===== config.mk =====
export PLATFORM = sky130hd
export DESIGN_NAME = updown_press_ctrl
export DESIGN_NICKNAME = d
export VERILOG_FILES = /design/src/rtl/updown_press_ctrl_pkg.sv /design/src/rtl/updown_press_ctrl_timer.sv /design/src/rtl/updown_press_ctrl.sv
export SDC_FILE = /design/constraint.sdc
export NUM_CORES = 1
export LEC_CHECK = 0
export CORE_MARGIN = 4
export CORE_UTILIZATION = 30
export CTS_CLUSTER_SIZE = 8
export DETAILED_ROUTE_END_ITERATION = 10
export HOLD_SLACK_MARGIN = 0.08
export PLACE_DENSITY = 0.55
export SLEW_MARGIN = 20
export SYNTH_ARGS = -nofsm -noshare
export SYNTH_HDL_FRONTEND = slang
export SYNTH_SLANG_ARGS = --single-unit
export TNS_END_PERCENT = 10

===== constraint.sdc =====
create_clock -name clk_100hz -period 1.9 [get_ports clk_100hz]
set_clock_uncertainty 0.15 [all_clocks]
set_input_delay 0.38 -clock clk_100hz [delete_from_list [all_inputs] [get_ports clk_100hz]]
set_output_delay 0.38 -clock clk_100hz [all_outputs]
set_load 0.005 [all_outputs]

===== src/rtl/updown_press_ctrl_pkg.sv =====
// Shared encodings for the up/down press controller: FSM states, counter
// saturation limits and button-direction codes.
package updown_press_ctrl_pkg;

    typedef enum logic [1:0] {
        S_IDLE   = 2'd0,
        S_HOLD   = 2'd1,
        S_REPEAT = 2'd2,
        S_LOCK   = 2'd3
    } state_e;

    localparam logic [3:0] LEVEL_MAX = 4'd15;
    localparam logic [3:0] LEVEL_MIN = 4'd0;

    localparam logic DIR_PLUS  = 1'b0;
    localparam logic DIR_MINUS = 1'b1;

endpackage


===== src/rtl/updown_press_ctrl_timer.sv =====
// press_timer: 8-bit up-counter with synchronous clear and a terminal compare
// that switches between the hold delay and the repeat period.
module press_timer #(
    parameter int HOLD_CYC = 50,
    parameter int RPT_CYC  = 10
) (
    input  logic clk_100hz,
    input  logic rst,
    input  logic clr_i,
    input  logic sel_rpt_i,
    output logic done_o
);

    localparam logic [7:0] HOLD_LAST = 8'(HOLD_CYC - 1);
    localparam logic [7:0] RPT_LAST  = 8'(RPT_CYC - 1);

    logic [7:0] cnt_q;
    logic [7:0] cnt_d;

    // The owner clears on every terminal match, so the count stops at the
    // active compare value and never wraps.
    assign cnt_d  = clr_i ? 8'd0 : cnt_q + 8'd1;
    assign done_o = (cnt_q == (sel_rpt_i ? RPT_LAST : HOLD_LAST));

    // NOTE: clocked state uses non-blocking assignments so every register
    // samples pre-edge values regardless of block ordering.
    always_ff @(posedge clk_100hz or negedge rst) begin
        if (!rst) begin
            cnt_q <= 8'd0;
        end else begin
            cnt_q <= cnt_d;
        end
    end

endmodule


===== src/rtl/updown_press_ctrl.sv =====
// Converts debounced plus/minus levels into single-cycle step pulses with
// hold-to-repeat, simultaneous-press lockout and saturation masking.
module updown_press_ctrl
    import updown_press_ctrl_pkg::*;
#(
    parameter int HOLD_CYC = 50,
    parameter int RPT_CYC  = 10
) (
    input  logic       clk_100hz,
    input  logic       rst,
    input  logic       plus_level,
    input  logic       minus_level,
    input  logic [3:0] level,
    output logic       plus_processed,
    output logic       minus_processed,
    output logic       busy
);

    state_e state_q, state_d;
    logic   dir_q, dir_d;
    logic   plus_q, plus_d;
    logic   minus_q, minus_d;
    logic   busy_q, busy_d;

    logic   fire;
    logic   active_level;
    logic   other_level;
    logic   timing;
    logic   done;

    assign active_level = (dir_q == DIR_MINUS) ? minus_level : plus_level;
    assign other_level  = (dir_q == DIR_MINUS) ? plus_level  : minus_level;
    assign timing       = (state_q == S_HOLD) || (state_q == S_REPEAT);

    press_timer #(
        .HOLD_CYC (HOLD_CYC),
        .RPT_CYC  (RPT_CYC)
    ) u_timer (
        .clk_100hz (clk_100hz),
        .rst       (rst),
        .clr_i     (!timing || done),
        .sel_rpt_i (state_q == S_REPEAT),
        .done_o    (done)
    );

    // NOTE: every signal written here gets a default first so no path leaves
    // it unassigned, which would otherwise infer a latch.
    always_comb begin
        state_d = state_q;
        dir_d   = dir_q;
        fire    = 1'b0;
        unique case (state_q)
            S_IDLE: begin
                if (plus_level && minus_level) begin
                    state_d = S_LOCK;
                end else if (plus_level) begin
                    dir_d   = DIR_PLUS;
                    state_d = S_HOLD;
                    fire    = 1'b1;
                end else if (minus_level) begin
                    dir_d   = DIR_MINUS;
                    state_d = S_HOLD;
                    fire    = 1'b1;
                end
            end
            S_HOLD, S_REPEAT: begin
                if (!active_level) begin
                    state_d = S_IDLE;
                end else if (other_level) begin
                    state_d = S_LOCK;
                end else if (done) begin
                    state_d = S_REPEAT;
                    fire    = 1'b1;
                end
            end
            S_LOCK: begin
                if (!plus_level && !minus_level) begin
                    state_d = S_IDLE;
                end
            end
            default: state_d = S_IDLE;
        endcase
    end

    // Suppress the step the counter would saturate on; the FSM advances anyway.
    assign plus_d  = fire && (dir_d == DIR_PLUS)  && (level != LEVEL_MAX);
    assign minus_d = fire && (dir_d == DIR_MINUS) && (level != LEVEL_MIN);
    assign busy_d  = (state_d != S_IDLE);

    always_ff @(posedge clk_100hz or negedge rst) begin
        if (!rst) begin
            state_q <= S_IDLE;
            dir_q   <= DIR_PLUS;
            plus_q  <= 1'b0;
            minus_q <= 1'b0;
            busy_q  <= 1'b0;
        end else begin
            state_q <= state_d;
            dir_q   <= dir_d;
            plus_q  <= plus_d;
            minus_q <= minus_d;
            busy_q  <= busy_d;
        end
    end

    assign plus_processed  = plus_q;
    assign minus_processed = minus_q;
    assign busy            = busy_q;

endmodule


==> results by group, run 1 <==
Outcome
  • Status: completed

Yosys
  • Top cell type by total area after synthesis: dfrtp_1
  • Syn_area_per_cell: 10.2 µm²
  • Post-Synthesis Cells: 81
  • Main synth FF type: dfrtp_1
  • Post-synth top cells: 14 x dfrtp_1, 8 x nor2_1, 7 x ha_1
  • Post-synthesis sequential area ratio: a little over two fifths
  • Top-count cell post-synth: dfrtp_1
  • Post-synth EDFFs: 0
  • Synth area leaders: dfrtp_1 42%, ha_1 11%, xor2_1 4.2%
  • Synth Register Bits: 14
  • Post-synth top area share: between 40% and 50%
  • Mapped cell area: between 800 and 900 µm²
  • Netlist cell types: 32
  • Yosys warns: 0
  • Syn_nets: between 90 and 100
  • Ys async rst share: 100%

Critical path
  • Reg-to-reg critical path startpoint: state_q[0]$_DFF_PN0_
  • Crit path DAT: 1.86 ns
  • Slowest CP cell: dfrtp_1
  • Delay-heaviest family, CP: compound AO/OA/AOI/OAI gates
  • Crit end category: flop
  • Req. time, crit path: 1.92 ns
  • Worst setup path start: state_q[0]$_DFF_PN0_
  • Crit-path max FO: 3
  • CP startpoint kind: flop
  • Worst r2r path cells: 6
  • Worst R2R End: busy$_DFF_PN0_
  • CP Class: reg2reg
  • Buffer and inverter count on the worst path: 1
  • Reg-to-reg slack, setup: between 0.05 and 0.06 ns
  • Crit-path cells: buf_4, ha_1, nor2b_1, a221oi_1, a211oi_2, or2_1
  • Worst path max stage delay: around 0.39 ns

Global route
  • First-pass GRT wire length: about 2800 µm
  • M1 GR Usage: 13.0%
  • M2 GR Usage: between 10% and 20%
  • Grt peak-use layer: met2
  • Gr ovfl total: 0
  • Met3 Usage GRT: under 10%
  • Initial antenna violation count: 0
  • Largest net degree at the start of global routing: 15
  • Vias in the first global route: 663
  • Overall Global Routing Usage: 10.1%

Clocking
  • H-tree levels: 1
  • Clock transition at the registers of the reported paths: 0.08 ns
  • Clock root cell: clkbuf_4
  • CTS tree: done
  • TritonCTS Sinks: 14
  • Clk buf depth: 2
  • Worst skew pair latency: approximately 0.28 ns
  • Total CTS buffers: 3

Timing
  • Count of final setup violators: 0
  • Post-route clock period utilization: a little over nine tenths
  • Tmin final: around 1.8 ns
  • Worst-Margin Slew: 0.328 ns
  • Fmax achieved: between 0.5 and 0.6 GHz
  • Final worst setup slack: 0.0530 ns
  • Relative slew slack: 78.1%
  • Final Hold Viols: 0
  • Max Slew Vio Count: 0

Floorplan
  • Core Region: 2540 µm²
  • Num ports: 11
  • Die area: approximately 3700 µm²
  • Initial Util: 32.4%
  • Die height: 60.5 µm
  • Die W: 60.5 µm
  • Core Rows: 18

Layout
  • Share of cells above drive strength 1: 29.0%
  • Nets@finish: 123
  • Ant. Diodes: 0
  • Final std cells w/o fill: 137
  • P&R area growth vs syn: 39.1%

Route
  • WL per Instance: 12.0 µm
  • Via count: 663
  • Vias per cell: between 4 and 5
  • DRC Markers: 0
  • Detailed Routing Iterations Pass 1: 2
  • Total routed wirelength: 1650 µm
  • DRT iter0 DRCs: 12
  • Antenna-violating nets left: 0

Place
  • Dpl cells: about 130
  • Pre-CTS setup slack: -0.277 ns
  • DP Wirelength: 1200 µm
  • Placer Congestion: just over 0.7
  • IO Port Bufs: 10

Power and ir drop
  • Sequential Power Share: 31.1%
  • VDD IR-drop max: about 0.67 mV
  • Sw power: 0.000465 W
  • Combinational share of power: 53.7%
  • Int Power: 0.000891 W
  • PD cells: 1180 nW/µm²
  • Sw Ratio: 34.3%
  • Clock Power Share: 15.2%
  • Pleak: 0.542 nW

Run
  • Max-cap viol count: 0

Min path
  • Worst hold path type: in2async
[logic make-up after synthesis]
group           Yosys count  synth area share (%)
simple gates             31                  22.7
compound gates           15                  12.4
flops                    14                  42.4
buf+inv                   7                  4.09
fa+ha+maj                 7                  10.6
xor+xnor                  6                  6.36
mux                       1                  1.36
[cells in the final DEF, fill, tap and decap left out, types with 2 or more instances in the layout]
cell type,instances
and3_1,4
dfrtp_1,14
dlymetal6s2s_1,2
nor2_1,8
buf_4,13
o21ai_0,3
nor2b_1,3
nand2_1,2
xor2_1,4
xnor2_1,2
clkdlybuf4s50_1,8
nand3_1,4
inv_1,5
nor3b_1,2
ha_1,5
clkbuf_4,3
[flip-flops by register name (all words and copies together) (netlist names)]
name             cells
minus_processed      1
busy                 1
plus_processed       1
dir_q                1
u_timer.cnt_q        8
state_q              2
[power groups by stage]
stage                     sequential, W  combinational (W)  clock [W]
after floorplan                0.000439           0.000360          0
after global placement         0.000423           0.000639          0
after detailed placement       0.000424           0.000637          0
after CTS                      0.000420           0.000654   0.000217
after global routing           0.000434           0.000813   0.000229
final                          0.000422           0.000728   0.000206
[metrics by stage]
stage	setup TNS, ns	hold WS (ns)	power (W)	cell area (µm²)	util (%)
after floorplan	0	-0.0656	0.000799	826	-
after CTS	0	0.251	0.00129	1090	43.0
after global placement	-0.618	0.382	0.00106	1040	41.0
after global routing	-0.0393	0.254	0.00148	1150	45.1
final	0	0.255	0.00136	1150	45.1
after detailed placement	-0.835	0.395	0.00106	1040	41.0
[repair_timing]
| item | in CTS | in global routing |
|---|---|---|
| setup endpoints to repair | 11 | 2 |
| resized for setup | 4 | 10 |
| pin swaps | 0 | 3 |
| hold buffers | 0 | 0 |
| setup buffers | 0 | 1 |
[layer usage]
metal,routed length [µm],vias up
met5,0,-
met4,12,0
met3,93,2
met2,769,12
met1,772,309
li1,-,340
[area by class of cell]
class | count | area [µm²]
clock buffer | 4 | 36.3
fill | 258 | 1400
inverter | 6 | 22.5
multi-input combinational | 60 | 499
sequential | 14 | 350
tap | 30 | 37.5
timing repair buffer | 23 | 203
[worst max path at each step]
stage / depth (start not counted) / slack [ns] / endpoint
2_1_floorplan: 6 / 0.13 / busy$_DFF_PN0_
4_1_cts: 5 / 0.02 / busy$_DFF_PN0_
3_5_place_dp: 5 / -0.28 / busy$_DFF_PN0_
5_1_grt: 6 / -0.04 / busy$_DFF_PN0_
6_report: 6 / 0.05 / busy$_DFF_PN0_
3_3_place_gp: 5 / -0.25 / busy$_DFF_PN0_
Note: power is estimated with default switching activity, not from simulation.
==> run 2, diff against run 1 <==
--- a/config.mk
+++ b/config.mk
@@ -11,6 +11,8 @@
 export DETAILED_ROUTE_END_ITERATION = 10
 export HOLD_SLACK_MARGIN = 0.08
 export PLACE_DENSITY = 0.55
+export RECOVER_POWER = 25
+export SKIP_LAST_GASP = 1
 export SLEW_MARGIN = 20
 export SYNTH_ARGS = -nofsm -noshare
 export SYNTH_HDL_FRONTEND = slang
==> run 2 against run 1 <==
Worst setup slack is the same. Sequential share of layout area grew 0.10 points. Total power fell by 0.11%. Fmax unchanged. Final cell count unchanged. Critical path depth unchanged. Routed wire length decreased by 0.18%. Core utilization shrank 0.15 points. Critical path type unchanged. Largest cell class unchanged. Sequential power is essentially flat. Combinational power is essentially flat. Hold slack improved by 0.15 ns. Register-to-register slack about the same. Largest power group unchanged.
==> results by group, run 2 (same netlist as run 1, synthesis figures left out) <==
Floorplan
  • Core Region: 2540 µm² (unchanged)
  • Die W: 60.5 µm (unchanged)
  • Die area: 3660 µm² (unchanged)
  • Core Rows: 18 (unchanged)
  • Num ports: 11 (unchanged)
  • Initial Util: 32.4% (unchanged)
  • Die height: 60.5 µm (unchanged)

Timing
  • Final Hold Viols: 0 (unchanged)
  • Relative slew slack: 51.6% (-27 points)
  • Final setup TNS: 0 ns (unchanged)
  • Worst-Margin Slew: 0.726 ns (+0.398 ns)
  • Fmax achieved: 0.541 GHz (unchanged)
  • Tmin final: 1.85 ns (unchanged)
  • Count of final setup violators: 0 (unchanged)
  • Post-route clock period utilization: 97.2% (unchanged)
  • Worst hold margin: 0.406 ns (+0.151 ns)
  • Max Slew Vio Count: 0 (unchanged)
  • Final worst setup slack: 0.0530 ns (unchanged)

Critical path
  • Req. time, crit path: 1.92 ns (about the same)
  • Crit end category: flop
  • Buffer and inverter count on the worst path: 1 (unchanged)
  • CP startpoint kind: flop
  • Delay-heaviest family, CP: compound AO/OA/AOI/OAI gates
  • CP Class: reg2reg
  • Crit-path max FO: 3 (unchanged)
  • Crit path DAT: 1.86 ns (about the same)
  • Worst path max stage delay: 0.39 ns (about the same)
  • Slowest CP cell: dfrtp_1
  • Crit-path cells: buf_4, ha_1, nor2b_1, a221oi_1, a211oi_2, or2_1

Place
  • Placer Congestion: 0.726 (unchanged)
  • Pre-CTS setup slack: -0.277 ns (unchanged)
  • DP Wirelength: 1200 µm (unchanged)
  • IO Port Bufs: 10 (unchanged)

Global route
  • Overall Global Routing Usage: 10.1% (unchanged)
  • Vias in the first global route: 663 (unchanged)
  • Largest net degree at the start of global routing: 15 (unchanged)
  • Initial antenna violation count: 0 (unchanged)
  • First-pass GRT wire length: 2760 µm (unchanged)
  • Gr ovfl total: 0 (unchanged)

Route
  • DRT iter0 DRCs: 12 (unchanged)
  • WL per Instance: 12.0 µm (-0.18%)
  • DRC Markers: 0 (unchanged)
  • Via count: 663 (unchanged)
  • Total routed wirelength: 1650 µm (-0.18%)
  • Antenna-violating nets left: 0 (unchanged)
  • Vias per cell: 4.84 (unchanged)
  • Detailed Routing Iterations Pass 1: 2 (unchanged)

Layout
  • P&R area growth vs syn: 38.6%
  • Commonest non-fill, non-tap cell in the layout: dfrtp_1
  • Largest Register: u_timer.cnt_q
  • Commonest non-fill, non-tap cells in the layout: 14 x dfrtp_1, 12 x buf_4, 8 x nor2_1
  • Share of cells above drive strength 1: 28.0% (-0.93 points)
  • Biggest regs: u_timer.cnt_q x8, state_q x2
  • Ant. Diodes: 0 (unchanged)
  • Nets@finish: 123 (unchanged)
  • Max FFs per register: 8 (unchanged)

Clocking
  • Clk buf depth: 2 (unchanged)
  • Hold-fix buffers, CTS: 0 (unchanged)
  • Clock transition at the registers of the reported paths: 0.08 ns (about the same)
  • Worst skew pair latency: 0.28 ns (about the same)
  • TritonCTS Sinks: 14 (unchanged)
  • Total CTS buffers: 3 (unchanged)
  • Clock root cell: clkbuf_4
  • CTS tree: done
  • H-tree levels: 1 (unchanged)

Power and ir drop
  • Design Power: 0.00135 W (-0.11%)
  • PD cells: 1180 nW/µm² (+0.22%)
  • Pleak: 0.539 nW (-0.62%)
  • VDD IR-drop max: 0.673 mV (about the same)

Outcome
  • Status: completed

Run
  • Max-cap viol count: 0 (unchanged)

Min path
  • Worst hold path type: reg2reg
## run 2: changes by cell type in the layout (fill, tap and decap cells not counted), sizes merged
| cell | previous run | this run |
|---|---|---|
| buf | 13 | 12 |
| clkbuf | 4 | 5 |
| clkdlybuf4s50 | 8 | 7 |
| dlygate4sd3 | 0 | 1 |
## run 2: area by class of cell
cell class | count | area [µm²]
Fill cell | 260 | 1400
Multi-Input combinational cell | 60 | 499
Sequential cell | 14 | 350
Timing Repair Buffer | 23 | 199
Tap cell | 30 | 37.5
Clock buffer | 4 | 36.3
Inverter | 6 | 22.5
## run 2: where the power goes
part / total [W] / internal, W / switching [W]
clock network: 0.000206 / 0.000117 / 0.0000890
registers: 0.000422 / 0.000374 / 0.0000474
logic: 0.000727 / 0.000398 / 0.000329
## run 2: final timing paths
kind | from | to | slack [ns] | cells after the start
min in group asynchronous | rst | u_timer.cnt_q[2]$_DFF_PN0_ | 0.51 | 2
min | u_timer.cnt_q[0]$_DFF_PN0_ | u_timer.cnt_q[1]$_DFF_PN0_ | 0.41 | 2
max | state_q[0]$_DFF_PN0_ | busy$_DFF_PN0_ | 0.05 | 6
min reg2reg | u_timer.cnt_q[0]$_DFF_PN0_ | u_timer.cnt_q[1]$_DFF_PN0_ | 0.41 | 2
max in group asynchronous | rst | busy$_DFF_PN0_ | 0.63 | 2
max reg2reg | state_q[0]$_DFF_PN0_ | busy$_DFF_PN0_ | 0.05 | 6
## run 2: routing by layer
layer,track usage (%),part of all wire [%],vias up
li1,-,-,340
met1,13.0,47,309
met2,15.7,47,12
met3,4.04,5.7,2
met4,2.79,0.73,0
met5,0,0,-
## run 2: through the flow
step / utilization, % / std cells / area [µm²]
floorplan: - / 81 / 826
global placement: 41.0 / 132 / 1040
detailed placement: 41.0 / 132 / 1040
CTS: 43.0 / 136 / 1090
global route: 45.0 / 137 / 1140
finish: 45.0 / 137 / 1140
## run 2: tightest hold or removal path: cells and delay by family (launching register included)
| family | cells | cell delay (ns) |
|---|---|---|
| adder cells (fa/ha/maj) | 1 | 0.13 |
| AND/OR/NAND/NOR | 1 | 0.04 |
| flip-flops | 1 | 0.35 |
## run 2: timing repair
item | 4_1_cts | 5_1_grt
pin swaps | 0 | 3
resized for setup | 4 | 10
setup endpoints to repair | 11 | 2
setup buffers | 0 | 1
==> patch 1 (settings of run 1) <==
Re-encode `state_e` (4 states) as one-hot, 4 bits wide.
--- a/src/rtl/updown_press_ctrl_pkg.sv
+++ b/src/rtl/updown_press_ctrl_pkg.sv
@@ -4,7 +4,7 @@
 
-    typedef enum logic [1:0] {
-        S_IDLE   = 2'd0,
-        S_HOLD   = 2'd1,
-        S_REPEAT = 2'd2,
-        S_LOCK   = 2'd3
+    typedef enum logic [3:0] {
+        S_IDLE   = 4'b0001,
+        S_HOLD   = 4'b0010,
+        S_REPEAT = 4'b0100,
+        S_LOCK   = 4'b1000
     } state_e;
Function: same outputs for any inputs over 10 cycles, from zero or initial values and one cycle with rst low; not proved beyond that.
==> patch 1 against run 1 <==
Combinational power is 31% lower; worst setup slack better by 100 ps; first-iteration DRC count is 25% higher; cell area is 5.9% higher; area after synthesis is 17% higher; global-route usage is 0.57 points higher; final cell count is 20% higher; die area is 15% higher; routed wire length is 18% higher; core utilization is 5.6 points lower; power is 7.4% lower; sequential cell count is 2 higher; critical path type unchanged; critical endpoint is now plus_processed.
==> patch 1: results (changes against run 1) <==
Run status
  – Status: completed

Worst setup path
  – Worst path max stage delay: 620 ps (+230 ps)
  – FF-to-FF Start: state_q[0]
  – Worst-path maximum fanout: 6 (+3)
  – R2R Path End: plus_processed
  – R2R depth: 5 (-1)
  – CP arrival: 1780 ps (-80 ps)
  – Crit Path Category: reg2reg
  – R2R Setup Slk: 150 ps (+100 ps)

Synthesis
  – Net count after synthesis: 112 (+17%)
  – Commonest cells in the synthesized netlist: dfrtp_1, nor2_1, nand2_1
  – XOR/XNOR Fraction of Synth Area: 7.24% (+0.87 points)
  – Post-synthesis mux area share: 0% (-1.4 points)
  – Adder-Cell Fraction of Synth Area: 5.17% (-5.4 points)
  – Netlist cell types: 42 (+31%)
  – Post-synthesis sequential area ratio: 41.5% (-0.95 points)
  – Compound-Gate Fraction of Synth Area: 13.3% (+0.88 points)
  – Top cells by area, synth: dfrtp_1, nor2_1, ha_1

STA
  – Fin Hold WS: 256 ps (+0.512 ps)
  – Minimum clock period: 1750 ps (-101 ps)
  – Worst slew pin tran: 462 ps (+134 ps)

Finish
  – Largest regs: u_timer.cnt_q (8), state_q (4)
  – Final #Nets: 133 (+8.1%)
  – Share of cells above drive strength 1: 20.8% (-8.1 points)
  – Inserted Diodes: 0 (unchanged)

Power
  – Leak Pwr: 0.518 nW (-4.4%)
  – Maximum VDD drop: 0.690 mV (+2.5%)
  – Switching pwr: 0.000439 W (-5.6%)

Placed design
  – IO Port Bufs: 10 (unchanged)
  – Post-Place Setup Slack: -295 ps (-18.4 ps)
  – Placement Cell Area: 1170 um^2 (+12%)
  – GPL Wtd Cong: 0.801 (+10%)
  – Post-DP HPWL: 1.55 mm (+29%)

GRT
  – Largest net degree at the start of global routing: 11 (-4)
  – All-Layer GR Usage: 10.7% (+0.57 points)
  – Met3 Use GR: 1.21% (-2.8 points)
  – Number of global-route vias before repair: 802 (+21%)
  – GR Util met2: 18.5% (+2.8 points)
  – First-pass GRT wire length: 3.51 mm (+27%)

Route
  – Via density: 4.85 (+0.17%)
  – Met1 WL: 950 um (+23%)
  – Drt first pass iters: 4 (+2)
  – Top Layer Used: met4
  – Drt wl/cell: 11.9 um (-1.2%)
  – Initial DRC count: 15 (+3)
  – Met3 Routed Length: 40 um (-57%)
  – Wire length on met2: 920 um (+20%)

Clock tree
  – CTS H-tree depth: 1 (unchanged)
  – Clock transition at path regs: 100 ps (+20 ps)
  – Setup Buffers After CTS: 0 (unchanged)

Min path
  – Worst Hold Class: in2async
-- patch 1: repair_timing --
action,4_1_cts,5_1_grt
endpoints found under the setup margin,0,11
endpoints found under the hold margin,0,0
resized for setup,0,4
hold buffers,0,0
-- patch 1: power groups by stage --
stage | clock, W | sequential [W] | combinational [W]
3_5_place_dp | 0 | 0.000532 | 0.000509
4_1_cts | 0.000230 | 0.000529 | 0.000511
3_3_place_gp | 0 | 0.000533 | 0.000508
2_1_floorplan | 0 | 0.000477 | 0.000373
5_1_grt | 0.000236 | 0.000541 | 0.000566
6_report | 0.000223 | 0.000529 | 0.000503
-- patch 1: worst max-delay path, delay by kind of cell, from the launching register on --
kind | cells | cell delay, ps
simple gates | 2 | 530
buf+inv | 1 | 90
flops | 1 | 620
compound gates | 2 | 250
-- patch 1: how the worst max path moves through the flow --
stage	to	cells after the start
2_1_floorplan	plus_processed	5
3_5_place_dp	plus_processed	6
6_report	plus_processed	5
5_1_grt	plus_processed	6
3_3_place_gp	plus_processed	6
4_1_cts	plus_processed	6
-- patch 1: layout make-up --
cell class	instances	area, um^2
fill	310	1860
multi-input combinational	74	520
sequential	16	402
timing repair buffer	20	180
tap	44	55.1
clock buffer	4	36.3
inverter	6	22.5
-- patch 1: cell families (layout without fill, tap and decap cells) --
family | Yosys count | count (layout)
adders and majority gates | 4 | 4
xor gates and xnor gates | 8 | 8
AOI/OAI and AO/OA | 17 | 17
buffers and inverters | 10 | 30
DFF | 16 | 16
and+or+nand+nor | 45 | 45
-- patch 1: stage by stage --
| step | utilization (%) | cells |
|---|---|---|
| global placement | 38.0 | 160 |
| CTS | 39.2 | 164 |
| finish | 39.5 | 164 |
| floorplan | - | 100 |
| detailed placement | 38.0 | 160 |
| global route | 39.5 | 164 |
==> patch 2 (config.mk and constraints of run 1) <==
Made on the original files. Change the package constant `LEVEL_MAX` from 4'd15 to 4'd11.
--- a/src/rtl/updown_press_ctrl_pkg.sv
+++ b/src/rtl/updown_press_ctrl_pkg.sv
@@ -11,3 +11,3 @@
 
-    localparam logic [3:0] LEVEL_MAX = 4'd15;
+    localparam logic [3:0] LEVEL_MAX = 4'd11;
     localparam logic [3:0] LEVEL_MIN = 4'd0;
Formal check against the unedited RTL: not equivalent (Yosys sat finds a counterexample within 4 cycles, from zero or initial values and one cycle with rst low).
==> patch 2 against run 1 <==
First-iteration DRC count grew 17%; area after synthesis grew 0.30%; count of clock-buffer cells in the layout is the same; power shrank 1.0%; non-clock buffer count grew 1; worst setup slack lost 1.7 ps; combinational power shrank 3.6%; cell area shrank 2.8%; routed wire length grew 1.1%; sequential cell count is the same.
==> patch 2: results (changes against run 1) <==
Run status
  – Status: completed

GRT
  – First-pass GRT wire length: 2.65 mm (-4.0%)
  – Number of global-route vias before repair: 618 (-6.8%)
  – Largest net degree at the start of global routing: 15 (unchanged)
  – Initial antenna violation count: 0 (unchanged)
  – All-Layer GR Usage: 9.62% (-0.46 points)

Placed design
  – Placement Cell Area: 1040 um^2 (-0.48%)
  – GPL Wtd Cong: 0.847 (+17%)
  – IO Port Bufs: 10 (unchanged)
  – Post-DP HPWL: 1.23 mm (+2.3%)

Clock tree
  – Clock latency at the later pin of the worst-skew pair: 280 ps (about the same)
  – Clk buf depth: 2 (unchanged)
  – CTS H-tree depth: 1 (unchanged)
  – CTS Root Cell: clkbuf_4
  – Clock transition at path regs: 100 ps (+20 ps)
  – Inserted Clock Buffers: 3 (unchanged)

Synthesis
  – Net count after synthesis: 96 (unchanged)
  – Netlist cell types: 32 (unchanged)
  – Synth warn: 0 (unchanged)
  – Commonest cells in the synthesized netlist: dfrtp_1, nor2_1, ha_1
  – Ys flop type: dfrtp_1
  – XOR/XNOR Fraction of Synth Area: 6.34% (-0.019 points)
  – Ys async rst share: 100% (unchanged)
  – Post-synthesis mux area share: 1.36% (-0.0041 points)
  – Adder-Cell Fraction of Synth Area: 10.6% (-0.032 points)
  – Top cells by area, synth: dfrtp_1, ha_1, xor2_1
  – Post-synthesis sequential area ratio: 42.3% (-0.13 points)
  – Compound-Gate Fraction of Synth Area: 12.4% (-0.038 points)

Power
  – Leak Pwr: 0.523 nW (-3.5%)
  – Maximum VDD drop: 0.571 mV (-15%)

STA
  – Max Slew Vio Count: 0 (unchanged)
  – Worst slew pin tran: 312 ps (-16.3 ps)

Finish
  – Largest regs: u_timer.cnt_q (8), state_q (2)
  – Final #Nets: 124 (+0.81%)
  – Share of cells above drive strength 1: 27.8% (-1.2 points)
  – Inserted Diodes: 0 (unchanged)
  – Fill count: 253 (-1.9%)

Job
  – MaxCap Viol Count: 0 (unchanged)

Route
  – Drt first pass iters: 4 (+2)
  – Via Count: 655 (-1.2%)
  – Initial DRC count: 14 (+2)
  – Drt total wl: 1.67 mm (+1.1%)

Min path
  – Worst Hold Class: in2async

Worst setup path
  – Worst-path maximum fanout: 6 (+3)
  – CP arrival: 1870 ps
-- patch 2: path summary, 6_finish.rpt --
kind,startpoint,end,slack [ps],cells past startpoint
max in group asynchronous,rst,u_timer.cnt_q[7],1170,2
min in group clk_100hz,u_timer.cnt_q[0],u_timer.cnt_q[1],410,2
worst max-delay path,state_q[1],busy,50,7
worst min-delay path,rst,minus_processed,250,2
worst max register to register,state_q[1],busy,50,7
worst min register to register,u_timer.cnt_q[0],u_timer.cnt_q[1],410,2
-- patch 2: critical path, stage by stage (launching register included) --
cell and delay, ps:
dfrtp_1 400, buf_4 160, inv_1 50, ha_2 300
a21oi_2 130, o21ai_0 90, a211o_1 250, or2_1 210
-- patch 2: area by class of cell --
type                    count  area [um^2]  area share, %
multi-input cells          60          464           41.6
flip-flops and latches     14          350           31.4
repair buffers             24          205           18.4
well taps                  30         37.5           3.36
clock buffers               4         36.3           3.25
inverters                   6         22.5           2.02
-- patch 2: timing repair --
item | CTS | global route
buffers inserted | 0 | 3
pin swaps | 0 | 3
hold buffers | 0 | 0
cloned | 0 | 0
endpoints found under the hold margin | 0 | 0
resized for setup | 1 | 6
endpoints found under the setup margin | 1 | 2
-- patch 2: report_power, final --
group / switching, W / internal (W)
combinational: 0.000325 / 0.000377
clock: 0.000105 / 0.000116
sequential: 0.0000440 / 0.000374
-- patch 2: cells by family after synthesis --
group	Yosys count
buffers and inverters	7
flip-flops	14
XOR/XNOR	6
AND/OR/NAND/NOR	31
adder cells (fa/ha/maj)	7
multiplexers	1
AO/OA/AOI/OAI	15
-- patch 2: metrics by stage --
stage                     setup WS, ps  cells  hold slack (ps)
final                             51.3    138              253
after global routing             -11.2    138              267
after CTS                         33.2    135              266
after detailed placement          -251    131              396
after global placement            -207    131              386
after floorplan                    133     81            -65.6
-- patch 2: layer usage --
layer | part of all wire, % | global-route usage [%] | vias up | wire (um)
li1 | - | - | 342 | -
met1 | 51 | 12.8 | 304 | 847
met2 | 46 | 15.7 | 7 | 761
met3 | 1.9 | 1.91 | 2 | 32
met4 | 1.5 | 3.10 | 0 | 25
met5 | 0 | 0 | - | 0
